--- src/rtl/mem_bridge8.sv ---
// Bridges a 32-bit core request onto an 8-bit byte memory, one byte per cycle.
// Optional MEM_BRIDGE8_IO_EN routes core_a[31:28]==4'hF to a single-cycle io_* port.
module mem_bridge8 #(
  parameter int ADDR_W = 20
) (
  input  logic              clock,
  input  logic              rst_n,
  input  logic [31:0]       core_a,
  input  logic [31:0]       core_o,
  input  logic [1:0]        core_ws,
  input  logic              core_w,
  output logic [31:0]       core_i,
  output logic              core_ce,
  output logic [ADDR_W-1:0] mem_a,
  input  logic [7:0]        mem_q,
  output logic [7:0]        mem_d,
  output logic              mem_we
`ifdef MEM_BRIDGE8_IO_EN
  ,
  output logic [7:0]        io_a,
  output logic [7:0]        io_d,
  output logic              io_we,
  input  logic [7:0]        io_q
`endif
);

  typedef enum logic [2:0] {IDLE, READ, WRITE, DONE, IO} state_t;

  state_t            r_state;
  state_t            w_stateNext;
  logic [2:0]        r_k;
  logic [2:0]        r_n;
  logic              r_isWrite;
  logic [ADDR_W-1:0] r_base;
  logic [31:0]       r_data;
  logic [31:0]       r_coreI;
  logic [ADDR_W-1:0] r_memA;
  logic [7:0]        r_memD;
  logic [2:0]        w_n;
  logic [2:0]        w_kNext;
  logic [ADDR_W-1:0] w_nextAddr;
  logic [31:0]       w_shifted;
  logic [7:0]        w_nextByte;
  logic              w_isIo;
  logic              w_unused;

`ifdef MEM_BRIDGE8_IO_EN
  logic [7:0] r_ioA;
  logic [7:0] r_ioD;
  assign w_isIo = (core_a[31:28] == 4'hF);
  assign io_a   = r_ioA;
  assign io_d   = r_ioD;
  assign io_we  = (r_state == IO) && r_isWrite;
`else
  assign w_isIo = 1'b0;
`endif

  assign core_i     = r_coreI;
  assign mem_a      = r_memA;
  assign mem_d      = r_memD;
  assign w_kNext    = r_k + 3'd1;
  assign w_nextAddr = r_base + ADDR_W'(w_kNext);
  assign w_shifted  = r_data >> {w_kNext[1:0], 3'b000};
  assign w_nextByte = w_shifted[7:0];
  assign w_unused   = ^{core_a, w_shifted[31:8]};

  // Reads always fetch a full word; writes move 1, 2 or 4 bytes.
  always_comb begin
    w_n = 3'd4;
    if (core_w) begin
      case (core_ws)
        2'd0:    w_n = 3'd1;
        2'd1:    w_n = 3'd2;
        default: w_n = 3'd4;
      endcase
    end
  end

  always_ff @(posedge clock) begin
    if (!rst_n) r_state <= IDLE;
    else        r_state <= w_stateNext;
  end

  always_comb begin
    w_stateNext = r_state;
    core_ce     = 1'b0;
    mem_we      = 1'b0;
    case (r_state)
      IDLE: begin
        if (w_isIo)      w_stateNext = IO;
        else if (core_w) w_stateNext = WRITE;
        else             w_stateNext = READ;
      end
      READ: begin
        if (r_k == 3'd4) w_stateNext = DONE;
      end
      WRITE: begin
        mem_we = 1'b1;
        if (w_kNext == r_n) w_stateNext = DONE;
      end
      IO: begin
        w_stateNext = DONE;
      end
      DONE: begin
        core_ce     = 1'b1;
        w_stateNext = IDLE;
      end
      default: w_stateNext = IDLE;
    endcase
  end

  // mem_q lags mem_a by a cycle, so READ step k captures the byte addressed at step k-1.
  always_ff @(posedge clock) begin
    if (!rst_n) begin
      r_k       <= 3'd0;
      r_n       <= 3'd4;
      r_isWrite <= 1'b0;
      r_base    <= '0;
      r_data    <= 32'h0;
      r_coreI   <= 32'h0;
      r_memA    <= '0;
      r_memD    <= 8'h0;
`ifdef MEM_BRIDGE8_IO_EN
      r_ioA     <= 8'h0;
      r_ioD     <= 8'h0;
`endif
    end else begin
      case (r_state)
        IDLE: begin
          r_base    <= core_a[ADDR_W-1:0];
          r_data    <= core_o;
          r_n       <= w_n;
          r_k       <= 3'd0;
          r_isWrite <= core_w;
          if (w_isIo) begin
`ifdef MEM_BRIDGE8_IO_EN
            r_ioA <= core_a[7:0];
            r_ioD <= core_o[7:0];
`endif
          end else begin
            r_memA <= core_a[ADDR_W-1:0];
            if (core_w) r_memD <= core_o[7:0];
          end
        end
        READ: begin
          r_k <= w_kNext;
          case (r_k)
            3'd1:    r_coreI[7:0]   <= mem_q;
            3'd2:    r_coreI[15:8]  <= mem_q;
            3'd3:    r_coreI[23:16] <= mem_q;
            3'd4:    r_coreI[31:24] <= mem_q;
            default: ;
          endcase
          if (r_k < 3'd3) r_memA <= w_nextAddr;
        end
        WRITE: begin
          r_k <= w_kNext;
          if (w_kNext < r_n) begin
            r_memA <= w_nextAddr;
            r_memD <= w_nextByte;
          end
        end
        IO: begin
`ifdef MEM_BRIDGE8_IO_EN
          if (!r_isWrite) r_coreI <= {24'h0, io_q};
`endif
        end
        default: ;
      endcase
    end
  end

endmodule

--- config.mk ---
export PLATFORM = sky130hd
export DESIGN_NAME = mem_bridge8
export DESIGN_NICKNAME = d
export VERILOG_FILES = /design/src/rtl/mem_bridge8.sv
export SDC_FILE = /design/constraint.sdc
export NUM_CORES = 1
export LEC_CHECK = 0
export ABC_AREA = 0
export BUFFER_PORTS_ARGS = -buffer_cell sky130_fd_sc_hd__clkbuf_2
export CAP_MARGIN = 15
export CORE_AREA = 2 2 113 115
export DETAILED_ROUTE_END_ITERATION = 6
export DIE_AREA = 0 0 115 117
export MAX_ROUTING_LAYER = met4
export PLACE_DENSITY = 0.69
export SLEW_MARGIN = 20
export SYNTH_ARGS = -nofsm -noshare
export SYNTH_HDL_FRONTEND = slang
export SYNTH_SLANG_ARGS = --single-unit
--- constraint.sdc ---
create_clock -name clock -period 5.3 [get_ports clock]
set_clock_uncertainty 0.15 [all_clocks]
set_input_delay 1.325 -clock clock [delete_from_list [all_inputs] [get_ports clock]]
set_output_delay 1.325 -clock clock [all_outputs]
set_load 0.03 [all_outputs]
After elaboration in Yosys (flattened, before gate mapping)
Cells that the tools add are included.

Register bits after elaboration: 121. Bits of input ports: 77. Output and inout port bits: 62.

$add $sub $neg: 2. Magnitude comparators: 2. Equality and inequality tests: 15. Shift operators: 1. Muxes and demuxes: 15. Reduce and logical (&&, ||, !) cells: 13.

Operators with widths (number): $pmux 20 s3 (1); $mux 20 (2); $shr 32x5->8 (1); $add 20x3->20 (1); $mux 8 (2); $pmux 8 s2 (1); $eq 3x2->1 const B (4); $pmux 3 s2 (2); $pmux 3 s4 (1); $ne 2x2->1 const B (5); $reduce_and 2->1 (5); $mux 3 (3); $eq 3x1->1 const B (2); $eq 3x3->1 const B (2); $reduce_and 3->1 (2); $reduce_bool 2->1 (2); $add 3x1->3 const B (1); $eq 3x3->1 (1); $logic_not 3->1 (1); $lt 3x2->1 const B (1); $lt 3x3->1 (1); $reduce_bool 3->1 (1); $eq 2x1->1 const B (1); $logic_not 2->1 (1); other kinds (3) (4).

Depth between registers and ports, before layout
Gate-level depths: netlist of the first run.

Depth in word-level cells: 4. Gate-level depth with buffers: 11. Mapped depth without buffers: 8.

Least setup slack after synthesis of the first run
OpenSTA, ideal clock, no wires.

Path kind: register to register. Start point: register r_k[0]. End point: register r_memA[12] (netlist: mem_a[12]). Setup time: 67 ps. Data arrival time: 2547 ps. Data required time: 5083 ps. Path slack: 2535 ps. Cell stages (with the launch flop): 10. Path buffers: 1. Clock period less this slack: 2765 ps. Path through: dfxtp_1 > buf_2 > inv_1 > ha_1 > fa_1 > a21oi_1 > nor4_4 > xnor2_1 > a211o_1 > a21oi_2.

Cells in the longest elaborated chain, start to end: 4. Elaborated cells on any way between the ends: 10. Classes of those cells: add/sub (2); order compare (2); eq/ne (2); mux (3); reduce/logical (1).

RTL lines: from (decl) (RTL line 31) `logic [2:0] r_k;`; from (signal assigned) (RTL line 146) `r_k <= w_kNext;`; from (signal assigned) (RTL line 157) `r_k <= w_kNext;`; $add 3x1->3 (RTL line 61) `assign w_kNext = r_k + 3'd1;`; $add 20x3->20 / $lt 3x3->1 (equally long branches) (RTL line 62, 158); $mux 20, or another cell as far along (RTL line 158) `if (w_kNext < r_n) begin`; $pmux 20 s3 / $reduce_and 3->1 (equally long branches); to (signal assigned) (RTL line 141) `r_memA <= core_a[ADDR_W-1:0];`; to (signal assigned) (RTL line 154) `if (r_k < 3'd3) r_memA <= w_nextAddr;`; to (signal assigned) (RTL line 159) `r_memA <= w_nextAddr;`; to (decl) (RTL line 37) `logic [ADDR_W-1:0] r_memA;`.

Several ways; a longest one is shown, not always the timed one. The select of a mux whose other input is x is not followed. A chain may end at the register's enable or synchronous reset.

Final worst setup path of the first run
Start point: register r_k[0]. End point: register r_memA[17] (netlist: mem_a[17]).

Same word-level chain as after synthesis.

==> results.py, run 1 <==
metrics = {
    "setup_path": {
        "cp.arrival_ns": 3.67,
        "cp.required_ns": 5.49,
        "r2r_cells": 9,
        "critPathMaxFanout": 26,
        "cp-end-kind": "flop",
        "reg2reg_setup_slack_ns": 1.82,
        "critPathKind": "reg -> reg",
        "startpoint_type": "flop",
    },
    "clock_tree": {
        "clockBufferDepth": 2,
        "hold_buffers": 0,
        "cts_tree": "built",
        "clk_latency_ns": 0.42,
        "post_cts_resized": 0,
        "cts_sinks": 120,
        "cts-root-buf": "clkbuf_16",
        "htreeDepth": 4,
        "postCtsSetupBuffers": 0,
        "clk_pin_slew_ns": 0.06,
        "cts_buffers": 17,
    },
    "floorplanning": {
        "floorplan.initialDensity": 0.441,
        "core_area_um2": 12300,
        "dieArea_um2": 13500,
        "fp.dieH_um": 117,
        "io_pins": 139,
        "core.rowCount": 41,
        "die_w_um": 115,
    },
    "timing": {
        "final_critical_path_setup_slack_ns": 1.82,
        "tightest_slew_ns": 1.04,
        "fin_crit_ns": 3.48,
        "clock.fmax_mhz": 287,
        "finalHoldViolations": 0,
        "rsz0062_at_grt": "no",
        "setup_viol": 0,
        "relSlewSlack": 0.305,
        "finalCritPeriodShare": 0.657,
        "slew_violations": 0,
        "timing.setup.tns_ns": 0,
    },
    "run": {
        "maxCapViolations": 0,
    },
    "grt": {
        "track_usage": 0.210,
        "grt_pass1_vias": 4414,
        "grt.overflow.total": 0,
        "grt_pass1_wl_mm": 21.3,
        "grt_max_degree": 62,
        "antenna_found_initial": 0,
    },
    "synthesis": {
        "synth_fp_nets": 677,
        "syn-instance-count": 584,
        "yosys-mux-area-fraction": 0.168,
        "synth_flop_cell": "dfxtp_1",
        "netlist_area_um2": 5430,
        "synthAdderAreaFrac": 0.0382,
        "ys_warn_count": 0,
        "ys_types": 53,
        "ys_async_sr_fraction": 0,
        "yosys.area_share.simple": 0.179,
        "ys_seq_area_frac": 0.442,
        "synth_xor_area_frac": 0.0226,
        "synth_top_family_by_area": "simple AND/OR/NAND/NOR gates",
        "ys_seq_elements": 120,
        "synth_compound_area_frac": 0.110,
        "syn_avg_cell_area_um2": 9.30,
        "synth_edf_count": 0,
    },
    "routing": {
        "via_per_inst": 5.39,
        "drc": 0,
        "postRouteWirelength_mm": 13.5,
        "first_pass_iters": 5,
        "antenna_left": 0,
        "wl_per_cell_um": 15.7,
        "drt_iter0_markers": 295,
        "vias": 4636,
    },
    "layout": {
        "stdcell_area_um2": 6800,
        "drive_gt1_frac": 0.262,
        "area_growth_pct": 25.2,
        "layout_common_cells": "clkbuf_2, dfxtp_1, nor2_1",
        "layout_commonest_cell": "clkbuf_2",
        "final_nets": 790,
        "antenna_cells": 0,
    },
    "placed_design": {
        "dpl.hpwl_mm": 9.31,
        "place_congestion": 0.847,
        "placed_area_um2": 6130,
        "pre_cts_ws_ns": 1.79,
        "numPortBuffers": 126,
    },
    "hold_path": {
        "hp-class": "reg -> reg",
        "min_path_cells": 2,
    },
    "pwr": {
        "ir_drop_mv": 0.377,
        "leakage_nw": 3.10,
        "power_density_nw_per_um2": 582,
    },
    "outcome": {
        "outcome": "finished, final reports clean",
    },
}
==> path summary, 6_finish.rpt <==
| check | startpoint | end |
|---|---|---|
| worst max-delay path | r_k[0] | mem_a[17] |
| worst min register to register | mem_a[2] | mem_a[2] |
| worst max register to register | r_k[0] | mem_a[17] |
| worst min-delay path | mem_a[2] | mem_a[2] |
==> state kept, by name, indices dropped and copies added, names as in the netlist <==
register,cells
r_base,20
core_i,32
r_state,2
r_k,3
mem_d,8
r_n,3
mem_a,20
r_data,32
==> logic make-up after synthesis <==
| family | after synthesis |
|---|---|
| buf+inv | 50 |
| fa+ha+maj | 16 |
| xor+xnor | 14 |
| mux | 81 |
| flops | 120 |
| compound gates | 93 |
| simple gates | 210 |
==> power by group <==
group          internal [mW]  switching, mW
Combinational          0.564          0.834
Sequential              1.12          0.146
Clock                  0.886          0.414
Total                   2.57           1.39
==> critical path, stage by stage, from the launching register on <==
cell,delay (ns)
dfxtp_1,0.33
buf_4,0.23
ha_1,0.48
xor2_1,0.28
ha_1,0.30
o21ai_1,0.12
a21oi_1,0.10
or2_1,0.58
or4_1,0.63
a41oi_2,0.19
==> metal layers <==
| layer | track usage | share of wire | up-vias |
|---|---|---|---|
| met1 | 0.248 | 0.44 | 2208 |
| li1 | - | - | 2281 |
| met3 | 0.0685 | 0.062 | 20 |
| met5 | - | 0 | - |
| met2 | 0.339 | 0.48 | 127 |
| met4 | 0.0755 | 0.018 | 0 |
==> area by class of cell <==
cell class | instances | area [µm²]
fillers | 1108 | 5510
multi-input cells | 414 | 2820
flip-flops and latches | 120 | 2400
repair buffers | 132 | 676
clock buffers | 22 | 484
clock inverters | 10 | 189
well taps | 150 | 188
inverters | 12 | 45.0
==> per-stage QoR <==
step           power, mW  utilization  hold slack, ns  cells
2_1_floorplan       2.33            -           0.294    584
3_3_place_gp        2.64        0.498           0.291    828
3_5_place_dp        2.68        0.498           0.297    828
4_1_cts             3.99        0.553           0.304    860
5_1_grt             4.17        0.553           0.328    860
6_report            3.96        0.553           0.304    860
==> synthesized netlist by cell type (3+ instances only) <==
cell type	number	area share
xor2_1	4	0.0064
ha_1	15	0.035
nor3_1	3	0.0028
clkbuf_1	24	0.017
nand3_1	41	0.038
a31oi_1	3	0.0035
a21o_1	3	0.0041
buf_2	4	0.0037
a211oi_1	12	0.017
o21ai_0	7	0.0064
mux4_2	8	0.033
nand2b_1	3	0.0035
o211ai_1	5	0.0069
nor2_1	95	0.066
buf_1	6	0.0041
a211o_1	4	0.0064
dfxtp_1	120	0.44
inv_1	11	0.0076
nand2_1	44	0.030
a31o_2	3	0.0048
a21oi_1	43	0.040
nand4_1	7	0.0081
mux2i_1	73	0.13
xnor2_1	10	0.016
No activity file was read; power rests on OpenSTA's default activity.
==> run 2: changes to the inputs <==
--- a/config.mk
+++ b/config.mk
@@ -12,7 +12,7 @@
 export DETAILED_ROUTE_END_ITERATION = 6
 export DIE_AREA = 0 0 115 117
 export MAX_ROUTING_LAYER = met4
-export PLACE_DENSITY = 0.69
+export PLACE_DENSITY = 0.72
 export SLEW_MARGIN = 20
 export SYNTH_ARGS = -nofsm -noshare
 export SYNTH_HDL_FRONTEND = slang
==> constraint.sdc (replaced) <==
create_clock -name clock -period 3.2 [get_ports clock]
set_clock_uncertainty 0.15 [all_clocks]
set_input_delay 0.8 -clock clock [delete_from_list [all_inputs] [get_ports clock]]
set_output_delay 0.8 -clock clock [all_outputs]
set_load 0.03 [all_outputs]
==> results.py, run 2 (synthesis results as in run 1) <==
metrics = {
    "timing": {
        "fin_crit_ns": 2.90,
        "finalHoldViolations": 0,
        "finalCritPeriodShare": 0.907,
        "slew_violations": 0,
        "relSlewSlack": 0.650,
        "tightest_slew_ns": 0.524,
        "clock.fmax_mhz": 345,
        "setup_viol": 0,
        "rsz0062_at_grt": "no",
        "timing.setup.tns_ns": 0,
        "holdWs_ns": 0.301,
    },
    "layout": {
        "antenna_cells": 0,
        "fin_cells": 868,
        "drive_gt1_frac": 0.270,
        "area_growth_pct": 25.6,
        "layout_common_cells": "clkbuf_2, dfxtp_1, nor2_1",
        "layout_commonest_cell": "clkbuf_2",
        "final_nets": 798,
        "final_util": 0.554,
    },
    "grt": {
        "grt_pass1_wl_mm": 21.5,
        "track_usage": 0.211,
        "grt_use_met2": 0.342,
        "grt_max_degree": 62,
        "top_usage_layer": "met2",
        "grt.overflow.total": 0,
        "grt_pass1_vias": 4405,
        "grt_use_met1": 0.252,
        "antenna_found_initial": 0,
        "grt_use_met3": 0.0685,
    },
    "pwr": {
        "power_density_nw_per_um2": 947,
        "power.total_mw": 6.46,
        "comb_power_share": 0.366,
        "p_sw_mw": 2.34,
        "leakage_nw": 3.11,
        "p_seq_frac": 0.325,
        "power.share.switching": 0.362,
        "p_int_mw": 4.12,
        "pwr-share-clk": 0.309,
        "ir_drop_mv": 0.504,
    },
    "clock_tree": {
        "hold_buffers": 0,
        "clk_latency_ns": 0.41,
        "clockBufferDepth": 2,
        "htreeDepth": 4,
        "cts_sinks": 120,
        "clk_pin_slew_ns": 0.06,
        "post_cts_resized": 0,
        "postCtsSetupBuffers": 0,
        "cts-root-buf": "clkbuf_16",
        "cts_tree": "built",
        "cts_buffers": 17,
    },
    "outcome": {
        "outcome": "finished, violations left",
        "violations": "design-rule violations",
    },
    "setup_path": {
        "cp-end-kind": "flop",
        "critPathKind": "reg -> reg",
        "critPathSlowestCell": "or4_1",
        "path_buf_inv": 1,
        "critPathMaxStageDelay_ns": 0.54,
        "cp.required_ns": 3.39,
        "cp.arrival_ns": 3.09,
        "path_common_cell": "ha_1",
        "critPathTopFamily": "simple AND/OR/NAND/NOR gates",
        "startpoint_type": "flop",
        "critPathMaxFanout": 11,
        "cp_cell_sequence": "buf_4, ha_1, xor2_1, ha_1, o21ai_1, a21oi_1, or2_1, or4_1, a41oi_2",
    },
    "floorplanning": {
        "fp.dieH_um": 117,
        "core_area_um2": 12300,
        "dieArea_um2": 13500,
        "core.rowCount": 41,
        "floorplan.initialDensity": 0.441,
        "die_w_um": 115,
        "io_pins": 139,
    },
    "placed_design": {
        "place_congestion": 0.839,
        "placed_cells_incl_taps": 836,
        "numPortBuffers": 126,
        "dpl.hpwl_mm": 9.45,
    },
    "hold_path": {
        "hp-class": "reg -> reg",
    },
    "run": {
        "maxCapViolations": 0,
    },
    "routing": {
        "drc": 1,
        "first_pass_iters": 7,
        "via_per_inst": 5.47,
        "wl_per_cell_um": 15.7,
        "postRouteWirelength_mm": 13.7,
        "vias": 4750,
        "drt_iter0_markers": 360,
        "antenna_left": 0,
    },
}
==> run 2: cell types whose count changed in the layout (fill, tap and decap cells not counted), sizes merged <==
cell | previous run | this run
inv | 12 | 11
clkinvlp | 1 | 5
clkinv | 4 | 5
bufinv | 5 | 4
clkbuf | 148 | 145
buf | 6 | 14
==> run 2: worst reg2reg max path: cells and delay by family, from the launching register on <==
family,cells,cell delay (ns)
AND/OR/NAND/NOR,2,0.93
XOR/XNOR,1,0.26
adder cells (fa/ha/maj),2,0.50
buffers and inverters,1,0.23
AO/OA/AOI/OAI,3,0.40
flip-flops,1,0.35
==> run 2: layout make-up <==
class,instances,area (µm²)
fill,1100,5490
multi-input combinational,414,2820
sequential,120,2400
timing repair buffer,140,748
clock buffer,19,443
tap,150,188
clock inverter,13,178
inverter,12,45.0
==> run 2: power groups by stage <==
stage | clock network, mW | logic, mW | registers [mW]
2_1_floorplan | 0 | 1.50 | 2.37
3_3_place_gp | 0 | 2.30 | 2.10
3_5_place_dp | 0 | 2.36 | 2.12
4_1_cts | 2.03 | 2.38 | 2.10
5_1_grt | 2.10 | 2.57 | 2.14
6_report | 2.00 | 2.37 | 2.10
==> run 2: stage by stage <==
step,cell area [µm²],setup slack [ns]
3_5_place_dp,6200,0.269
4_1_cts,6820,0.250
5_1_grt,6820,0.143
6_report,6820,0.299
3_3_place_gp,6200,0.364
2_1_floorplan,5430,0.435
==> run 2: path summary, 6_finish.rpt <==
check,start,end,slack (ns),cells past startpoint
worst max register to register,r_k[0],mem_a[17],0.30,9
worst max-delay path,r_k[0],mem_a[17],0.30,9
worst min-delay path,mem_a[15],mem_a[15],0.30,2
worst min register to register,mem_a[15],mem_a[15],0.30,2
==> run 2: per-layer routing <==
layer | wire (µm) | share of wire
met4 | 197 | 0.014
met2 | 6650 | 0.49
met3 | 1020 | 0.074
met5 | 0 | 0
met1 | 5800 | 0.42
==> run 3: changes to the inputs <==
--- a/config.mk
+++ b/config.mk
@@ -8,11 +8,13 @@
 export ABC_AREA = 0
 export BUFFER_PORTS_ARGS = -buffer_cell sky130_fd_sc_hd__clkbuf_2
 export CAP_MARGIN = 15
-export CORE_AREA = 2 2 113 115
+export CELL_PAD_IN_SITES_DETAIL_PLACEMENT = 0
+export CELL_PAD_IN_SITES_GLOBAL_PLACEMENT = 2
+export CORE_AREA = 2 2 140 142
 export DETAILED_ROUTE_END_ITERATION = 6
-export DIE_AREA = 0 0 115 117
+export DIE_AREA = 0 0 142 144
 export MAX_ROUTING_LAYER = met4
-export PLACE_DENSITY = 0.72
+export PLACE_DENSITY_LB_ADDON = 0.1
 export SLEW_MARGIN = 20
 export SYNTH_ARGS = -nofsm -noshare
 export SYNTH_HDL_FRONTEND = slang
==> results.py, run 3 (synthesis results as in run 1) <==
metrics = {
    "outcome": {
        "outcome": "finished, final reports clean",
    },
    "run": {
        "maxCapViolations": 0,
    },
    "clock_tree": {
        "post_cts_resized": 0,
        "postCtsSetupBuffers": 0,
        "cts_sinks": 120,
        "htreeDepth": 4,
        "clk_pin_slew_ns": 0.06,
        "clk_latency_ns": 0.41,
        "cts-root-buf": "clkbuf_16",
        "hold_buffers": 0,
        "cts_tree": "built",
        "cts_buffers": 17,
        "clockBufferDepth": 2,
    },
    "placed_design": {
        "placed_area_um2": 6340,
        "place_congestion": 0.756,
        "numPortBuffers": 126,
        "dpl.hpwl_mm": 11.2,
        "placed_cells_incl_taps": 928,
        "pre_cts_ws_ns": 0.384,
    },
    "routing": {
        "via_per_inst": 4.76,
        "antenna_left": 0,
        "vias": 4572,
        "drt_iter0_markers": 115,
        "wl_per_cell_um": 16.2,
        "postRouteWirelength_mm": 15.5,
        "first_pass_iters": 4,
        "drc": 0,
    },
    "grt": {
        "grt_max_degree": 47,
        "track_usage": 0.162,
        "grt_pass1_wl_mm": 24.5,
        "antenna_found_initial": 1,
        "grt_pass1_vias": 4640,
        "grt.overflow.total": 0,
    },
    "layout": {
        "final_util": 0.366,
        "stdcell_area_um2": 6980,
        "fillers": 1968,
        "layout_common_cells": "clkbuf_2, dfxtp_1, nor2_1",
        "fin_cells": 960,
        "drive_gt1_frac": 0.272,
        "area_growth_pct": 28.4,
        "layout_commonest_cell": "clkbuf_2",
        "final_nets": 802,
    },
    "timing": {
        "fin_crit_ns": 2.80,
        "relSlewSlack": 0.601,
        "slew_violations": 0,
        "rsz0062_at_grt": "no",
        "finalCritPeriodShare": 0.874,
        "holdWs_ns": 0.301,
        "clock.fmax_mhz": 358,
        "timing.setup.tns_ns": 0,
        "tightest_slew_ns": 0.599,
        "final_critical_path_setup_slack_ns": 0.403,
        "finalHoldViolations": 0,
        "setup_viol": 0,
    },
    "floorplanning": {
        "fp.dieH_um": 144,
        "core.rowCount": 51,
        "core_area_um2": 19100,
        "die_w_um": 142,
        "io_pins": 139,
        "floorplan.initialDensity": 0.285,
        "dieArea_um2": 20400,
    },
    "pwr": {
        "ir_drop_mv": 0.391,
        "power.total_mw": 6.56,
        "leakage_nw": 3.15,
        "power_density_nw_per_um2": 941,
    },
    "hold_path": {
        "hp-class": "reg -> reg",
    },
    "setup_path": {
        "path_buf_inv": 2,
        "critPathKind": "reg -> reg",
        "cp_cell_sequence": "inv_1, ha_1, buf_4, ha_1, a211oi_2, nor2_2, a31o_1, a311o_1, a21oi_1",
        "startpoint_type": "flop",
        "critPathMaxStageDelay_ns": 0.43,
        "critPathTopFamily": "compound AO/OA/AOI/OAI gates",
        "critPathMaxFanout": 5,
        "path_common_cell": "ha_1",
        "cp.required_ns": 3.38,
        "critPathSlowestCell": "dfxtp_1",
        "cp.arrival_ns": 2.98,
        "cp-end-kind": "flop",
    },
}
run 3: cell count changes in the layout (fill, tap and decap cells not counted), sizes merged:
cell | before | now
inv | 11 | 10
clkbuf | 145 | 149
diode | 0 | 1
buf | 14 | 18
clkinvlp | 5 | 1
run 3: layout make-up:
cell class | count | area [µm²] | area share
multi-input cells | 414 | 2820 | 0.404
flip-flops and latches | 120 | 2400 | 0.344
repair buffers | 144 | 778 | 0.112
clock buffers | 23 | 488 | 0.0699
well taps | 238 | 298 | 0.0427
clock inverters | 8 | 143 | 0.0204
inverters | 12 | 46.3 | 0.00664
diodes | 1 | 2.50 | 0.000359
run 3: report_power, final:
part	total (mW)	leakage (nW)	switching, mW	internal, mW
Clock	2.06	0.309	0.679	1.38
Sequential	2.10	0.987	0.254	1.85
Combinational	2.40	1.85	1.42	0.985
Total	6.56	3.15	2.35	4.21
run 3: per-layer routing:
metal  share of wire  track usage  up-vias
met4          0.0090       0.0511        0
met2            0.46        0.254      104
met1            0.47        0.197     2159
met3           0.062       0.0543        7
li1                -            -     2302
met5               0            -        -
run 3: worst reg2reg max path, stage by stage, from the launching register on:
cell      delay, ns
dfxtp_1        0.43
inv_1          0.10
ha_1           0.34
buf_4          0.20
ha_1           0.32
a211oi_2       0.35
nor2_2         0.14
a31o_1         0.23
a311o_1        0.34
a21oi_1        0.13
run 3: worst paths after layout:
kind         startpoint   endpoint  slack (ns)  cells past startpoint
max              r_k[1]  mem_a[15]        0.40                      9
min           mem_a[10]  mem_a[10]        0.30                      2
max reg2reg      r_k[1]  mem_a[15]        0.40                      9
min reg2reg   mem_a[10]  mem_a[10]        0.30                      2
